## src/rtl/motion_axis.sv

```systemverilog
// Single-axis sprite motion engine: tick timer, divided signed acceleration with
// terminal-velocity saturation, and a bounded position that clamps or wraps.
module motion_axis #(
    parameter int unsigned POS_W    = 8,
    parameter int unsigned VEL_W    = 4,
    parameter int unsigned PERIOD_W = 26,
    parameter int unsigned DIV_W    = 4
) (
    input  logic                clk,
    input  logic                resetn,
    input  logic                enable,
    input  logic                load,
    input  logic [POS_W-1:0]    start_pos,
    input  logic [VEL_W-1:0]    start_vel,
    input  logic [PERIOD_W-1:0] period,
    input  logic [VEL_W-1:0]    acc,
    input  logic [DIV_W-1:0]    acc_div,
    input  logic [VEL_W-2:0]    vmax,
    input  logic [POS_W-1:0]    lo,
    input  logic [POS_W-1:0]    hi,
    input  logic                wrap,
    output logic                tick,
    output logic [POS_W-1:0]    pos,
    output logic [VEL_W-1:0]    vel,
    output logic                hit_lo,
    output logic                hit_hi
);

    localparam int unsigned SW = POS_W + 2;
    localparam int unsigned AW = VEL_W + 1;

    logic [PERIOD_W-1:0] cnt_q, cnt_d;
    logic [DIV_W-1:0]    acc_cnt_q, acc_cnt_d;
    logic [POS_W-1:0]    pos_q, pos_d;
    logic [VEL_W-1:0]    vel_q, vel_d;
    logic                tick_q, tick_d;
    logic                hit_lo_q, hit_lo_d;
    logic                hit_hi_q, hit_hi_d;

    logic signed [SW-1:0] sum, lo_s, hi_s, span;
    logic signed [AW-1:0] vel_sum, vmax_s, vel_clip;
    logic                 vel_neg, vel_pos;

    always_comb begin
        lo_s    = signed'({2'b00, lo});
        hi_s    = signed'({2'b00, hi});
        span    = hi_s - lo_s + SW'(1);
        sum     = signed'({2'b00, pos_q}) +
                  signed'({{(SW - VEL_W){vel_q[VEL_W-1]}}, vel_q});
        vel_neg = vel_q[VEL_W-1];
        vel_pos = !vel_q[VEL_W-1] && (vel_q != '0);

        // One extra bit of headroom so vel+acc never wraps before saturation.
        vel_sum = signed'({vel_q[VEL_W-1], vel_q}) + signed'({acc[VEL_W-1], acc});
        vmax_s  = signed'({2'b00, vmax});
        if (vel_sum > vmax_s) begin
            vel_clip = vmax_s;
        end else if (vel_sum < -vmax_s) begin
            vel_clip = -vmax_s;
        end else begin
            vel_clip = vel_sum;
        end
    end

    always_comb begin
        cnt_d     = cnt_q;
        acc_cnt_d = acc_cnt_q;
        pos_d     = pos_q;
        vel_d     = vel_q;
        tick_d    = 1'b0;
        hit_lo_d  = 1'b0;
        hit_hi_d  = 1'b0;

        if (load) begin
            cnt_d     = '0;
            acc_cnt_d = '0;
            pos_d     = start_pos;
            vel_d     = start_vel;
        end else if (enable) begin
            if (cnt_q >= period) begin
                cnt_d  = '0;
                tick_d = 1'b1;

                if (acc_cnt_q == acc_div) begin
                    acc_cnt_d = '0;
                    vel_d     = VEL_W'(vel_clip);
                end else begin
                    acc_cnt_d = acc_cnt_q + DIV_W'(1);
                end

                // Bound handling comes last so a clamp overrides the acceleration result.
                if (sum < lo_s) begin
                    hit_lo_d = 1'b1;
                    if (wrap) begin
                        pos_d = POS_W'(sum + span);
                    end else begin
                        pos_d = lo;
                        vel_d = '0;
                    end
                end else if (sum > hi_s) begin
                    hit_hi_d = 1'b1;
                    if (wrap) begin
                        pos_d = POS_W'(sum - span);
                    end else begin
                        pos_d = hi;
                        vel_d = '0;
                    end
                end else begin
                    pos_d = POS_W'(sum);
                    if (sum == lo_s && vel_neg) begin
                        hit_lo_d = 1'b1;
                        if (!wrap) vel_d = '0;
                    end
                    if (sum == hi_s && vel_pos) begin
                        hit_hi_d = 1'b1;
                        if (!wrap) vel_d = '0;
                    end
                end
            end else begin
                cnt_d = cnt_q + PERIOD_W'(1);
            end
        end
    end

    always_ff @(posedge clk or negedge resetn) begin
        if (!resetn) begin
            cnt_q     <= '0;
            acc_cnt_q <= '0;
            pos_q     <= '0;
            vel_q     <= '0;
            tick_q    <= 1'b0;
            hit_lo_q  <= 1'b0;
            hit_hi_q  <= 1'b0;
        end else begin
            cnt_q     <= cnt_d;
            acc_cnt_q <= acc_cnt_d;
            pos_q     <= pos_d;
            vel_q     <= vel_d;
            tick_q    <= tick_d;
            hit_lo_q  <= hit_lo_d;
            hit_hi_q  <= hit_hi_d;
        end
    end

    assign tick   = tick_q;
    assign pos    = pos_q;
    assign vel    = vel_q;
    assign hit_lo = hit_lo_q;
    assign hit_hi = hit_hi_q;

endmodule

```

## config.mk

```make
export PLATFORM = sky130hd
export DESIGN_NAME = motion_axis
export DESIGN_NICKNAME = d
export VERILOG_FILES = /design/src/rtl/motion_axis.sv
export SDC_FILE = /design/constraint.sdc
export NUM_CORES = 1
export LEC_CHECK = 0
export BUFFER_PORTS_ARGS = -buffer_cell sky130_fd_sc_hd__buf_2
export CORE_MARGIN = 8
export CORE_UTILIZATION = 35
export CTS_CLUSTER_DIAMETER = 200
export DETAILED_ROUTE_END_ITERATION = 16
export PLACE_DENSITY = 0.62
export RECOVER_POWER = 50
export SETUP_SLACK_MARGIN = 0.2
export SKIP_LAST_GASP = 1
export SYNTH_ARGS = -nofsm -noshare
export SYNTH_HDL_FRONTEND = slang
export SYNTH_SLANG_ARGS = --single-unit
```

## constraint.sdc

```tcl
create_clock -name clk -period 7.25 [get_ports clk]
set_input_delay 0.3625 -clock clk [delete_from_list [all_inputs] [get_ports clk]]
set_output_delay 0.3625 -clock clk [all_outputs]
set_load 0.02 [all_outputs]
```

Word-level counts from Yosys, hierarchy flattened

Cells that the tools add are included.

Register bits after elaboration: 45
Output and inout port bits: 15
Logic and storage cells: 73

Add/subtract/negate cells: 9
Order comparisons: 5
Equal/unequal tests: 3
Multiplexer cells: 41
Reductions and logical operators: 8

Operators with widths:

| operator                                       | count |
|---|---|
| 2-to-1 mux 26 bit                              | 3 |
| 2-to-1 mux 4 bit                               | 16 |
| 2-to-1 mux 8 bit                               | 7 |
| adder 26 x 1 -> 26 bit (second input constant) | 1 |
| >= comparator 26 bit                           | 1 |
| equality test 10 x 9 -> 1 bit                  | 2 |
| subtractor 8 bit                               | 2 |
| 2-to-1 mux 1 bit                               | 15 |
| adder 9 x 4 -> 10 bit                          | 1 |
| greater-than comparator 10 x 9 -> 1 bit        | 1 |
| < comparator 10 x 9 -> 1 bit                   | 1 |
| adder 8 x 2 -> 8 bit (second input constant)   | 1 |
| adder 8 bit                                    | 1 |
| adder 4 x 4 -> 5 bit                           | 1 |
| greater-than comparator 5 x 4 -> 1 bit         | 1 |
| < comparator 5 bit                             | 1 |
| negation 3 -> 5 bit                            | 1 |
| adder 4 x 1 -> 4 bit (second input constant)   | 1 |
| equality test 4 bit                            | 1 |
| nonzero test 2 bit                             | 2 |
| nonzero test 4 bit                             | 1 |
| logical AND 1 bit                              | 3 |
| AND reduction 2 bit                            | 1 |
| logical NOT 1 bit                              | 1 |

Longest topological paths before layout

Depth after elaboration: 14
Mapped depth: 17
Mapped depth without buffers: 17

Worst setup path after synthesis

No wires, ideal clock.

Path type: register to register
Start point: reg vel_q[3], in the netlist vel[3]
End point: reg pos_q[2], in the netlist pos[2]
Setup time: 126 ps
Arrival time: 3714 ps
Setup slack: 3410 ps
Cell stages (with the launch flop): 16
Period minus slack after synthesis: 3840 ps
Cells stage by stage: dfrtp_1 -> ha_1 -> a21o_1 -> a21oi_1 -> and2_1 -> xnor2_1 -> ha_1 -> nand3_1 -> a21oi_1 -> o221ai_4 -> a2111oi_2 -> or2_1 -> buf_6 -> mux2i_1 -> mux2i_1 -> a221o_1

Longest elaborated chain between the ends: 7

Ends and longest elaborated chain:

| what                                    | line | RTL |
|---|---|---|
| start, declared                         | 35   | `logic [VEL_W-1:0] vel_q, vel_d;` |
| start signal, assigned                  | 138  | `vel_q <= vel_d;` |
| adder 9 x 4 -> 10 bit *                 | 48   | `sum = signed'({2'b00, pos_q}) +` |
| greater-than comparator 10 x 9 -> 1 bit | 100  | `end else if (sum > hi_s) begin` |
| 2-to-1 mux 8 bit                        | 100  |  |
| 2-to-1 mux 8 bit *                      | 92   | `if (sum < lo_s) begin` |
| 2-to-1 mux 8 bit *                      | 80   | `if (cnt_q >= period) begin` |
| 2-to-1 mux 8 bit *                      | 79   | `end else if (enable) begin` |
| 2-to-1 mux 8 bit *                      | 74   | `if (load) begin` |
| end signal, assigned                    | 137  | `pos_q <= pos_d;` |
| end, declared                           | 34   | `logic [POS_W-1:0] pos_q, pos_d;` |

Every way passes the cells marked *; elsewhere a longest branch is shown, timed or not. The select of a mux whose other input is x is not followed.
A chain may end at the register's enable or synchronous reset.

Worst setup path in the final report

Same ends and word-level chain as after synthesis.

==> reports/metrics.cfg <==
[clocking]
cts_tree=done
numCtsBuffers=5
cts_resized=0
cts_setup_buffers=0
clock_path_buffers=2
clkTransAtPathRegs_ps=70
ctsHtreeMaxLevel=2
cts.hold.buffers_added=0
clock-sinks=45
clkLatencyLatePin_ps=290
root_buffer=clkbuf_16

[timing]
max_slew_margin_pct=-76.8
clock_skew_ps=5.41
whs_ps=295
finalCritPeriodShare_pct=59.2
maxSlewViolCount=46
hold_viol_final=0
tightest_slew_ps=2650
max_freq_ghz=0.233
period_needed_ps=4290
rsz0062_at_grt=false
setup_violations=0
fin_setup_tns_ps=0

[synth]
synth_area_leader_cell=ha_1
syn_area_per_cell_sq_um=8.44
yosys-top-cells-area=ha_1 (20%), dfrtp_1 (20%), inv_1 (5.1%)
synthFlopType=dfrtp_1
synth-seq-area-share_pct=19.7
synth_edf_count=0
synth_nets=845
synth-seq-cells=45
syn_area_sq_um=5720
synthDistinctLibCells=82
synth_top_area_share_pct=20.1
syn_inst=678
yosys_warnings=0
async_flop_share_pct=100

[critical_path]
cp.required_ps=7430
path_max_fanout=12
crit_type=flip-flop to flip-flop
cp.arrival_ps=4470
start_kind=flip-flop
crit_path_end_kind=flip-flop

[global_route]
grt_start_max_net_pins=46
grt_usage_pct=15.1
antenna_found_initial=2
grt_pass1_vias=5010
grt_pass1_wl_microns=25200
overflow=0

[floorplan]
initial_utilization_pct=35.9
die_w_microns=144
num_rows=46
core_sq_um=15900
num_io_pins=85
dieArea_sq_um=20700
die_h_microns=144

[status]
violations=capacitance limit, slew limit
status=complete, but fails checks

[drt]
first_pass_iters=5
avgViaCountPerCell=5.32
drc=0
drtAntennaViolNets=0
wl_microns=15600
drtIter0Drc=356
vias=5171
wl_per_cell_microns=16.0

[finish]
fin_nets=922
fin_area_sq_um=6520
layout-drive-gt1-share_pct=17.2
syn2layout_area_growth_pct=14.0
n_fill_cell=1642
antenna_cells=0

[job]
maxCapViolations=1

[pwr]
power_density_nw_per_um2=224
p_leak_nw=3.26
p_total_mw=1.46
ir_drop_v=0.000114

[place]
port_buffers=84
gp_congestion=0.870
dpl-instance-area_sq_um=6340
place_hpwl_microns=12600

[hold_path]
hold_class=input port to flip-flop

-- critical path, cell delays in order, from the launching register on --
cell and delay [ps]:
dfrtp_1 630, ha_1 380, a21o_1 180, a21oi_1 250, and2_1 210, xnor2_1 180, ha_1 360, nand3_1 110
a21oi_1 260, o221ai_4 190, a2111oi_2 510, or2_1 290, mux2i_1 200, mux2i_1 100, a221o_1 330
-- area by class of cell --
cell class / count / area (sq um) / share of cell area (%)
multi-input combinational: 538 / 4210 / 64.6
sequential: 45 / 1130 / 17.3
tap: 216 / 270 / 4.15
clock buffer: 5 / 125 / 1.92
timing repair buffer: 86 / 423 / 6.49
clock inverter: 3 / 65.1 / 0.998
inverter: 79 / 302 / 4.62
-- cells in the final DEF (no fill, tap or decap), types with 7 or more instances in the layout --
master,count
o21bai_1,7
xor2_1,7
a21o_1,14
o21ai_0,41
nor3_1,13
mux2i_1,13
xnor2_1,26
nand3_1,25
a21oi_1,48
o31ai_1,12
buf_2,77
and3_1,15
dfrtp_1,45
clkbuf_1,8
inv_1,78
nand4_1,7
o211ai_1,7
a31oi_1,8
nor2b_1,10
ha_1,92
nand2_1,38
nor2_1,35
-- where the power goes --
part	switching [mW]	total, mW	internal, mW
Sequential	0.0134	0.273	0.259
Clock	0.105	0.302	0.197
Combinational	0.512	0.886	0.374
Total	0.631	1.46	0.830
-- logic make-up (layout without fill, tap and decap cells) --
| kind of cell | count (synthesis) | count (layout) | share of synthesized area, % |
|---|---|---|---|
| AOI/OAI and AO/OA | 199 | 199 | 25.2 |
| DFF | 45 | 45 | 19.7 |
| xor gates and xnor gates | 33 | 33 | 5.05 |
| adders and majority gates | 97 | 97 | 21.9 |
| muxes | 17 | 17 | 3.06 |
| and+or+nand+nor | 192 | 192 | 18.4 |
| buffers and inverters | 95 | 173 | 6.74 |
-- stage by stage --
| stage | util, % | instances | setup slack, ps |
|---|---|---|---|
| after floorplan | - | 678 | 3410 |
| after global placement | 39.8 | 964 | 3160 |
| after detailed placement | 39.8 | 964 | 2990 |
| after CTS | 41.0 | 972 | 2950 |
| after global routing | 40.9 | 972 | 2610 |
| final | 40.9 | 972 | 2960 |
-- synth_stat cells (3+ instances only) --
library cell   n
ha_1          92
inv_1         78
a21oi_1       48
dfrtp_1       45
o21ai_0       41
nand2_1       38
nor2_1        35
xnor2_1       26
nand3_1       25
and3_1        15
a21o_1        14
mux2i_1       13
nor3_1        13
o31ai_1       12
nor2b_1       10
clkbuf_1       9
a31oi_1        8
nand4_1        7
o211ai_1       7
o21bai_1       7
xor2_1         7
a211oi_1       6
nand2b_1       6
nor3b_1        6
o221ai_1       6
fa_1           5
o21ai_1        5
a211o_1        4
a21oi_2        4
a221oi_2       4
and2_1         4
buf_2          4
nor4_1         4
mux2_2         3
nor2_2         3
o21a_1         3
o41ai_2        3
or2_2          3
or3_1          3
-- routing by layer --
metal / track usage, % / part of all wire [%] / vias to the layer above / wire length (microns)
met1: 19.6 / 46 / 2397 / 7230
met3: 3.22 / 5.6 / 21 / 879
met2: 25.0 / 47 / 125 / 7280
met4: 3.27 / 1.2 / 4 / 184
li1: - / - / 2624 / -
met5: 0 / 0.15 / - / 23
-- sequential cells by signal (all words and copies together), names as in the netlist --
register	cells
vel	4
hit_lo	1
acc_cnt_q	4
tick	1
hit_hi	1
pos	8
cnt_q	26
-- path summary, 6_finish.rpt --
path	from	endpoint	slack (ps)	depth (start not counted)
max in group asynchronous	resetn	cnt_q[11]	4750	2
max reg2reg	vel[3]	pos[2]	2960	14
min in group asynchronous	resetn	cnt_q[8]	990	2
min	start_pos[5]	pos[5]	290	3
max	vel[3]	pos[2]	2960	14
min reg2reg	cnt_q[24]	cnt_q[24]	520	1
Power figures use the tool's default switching activity.
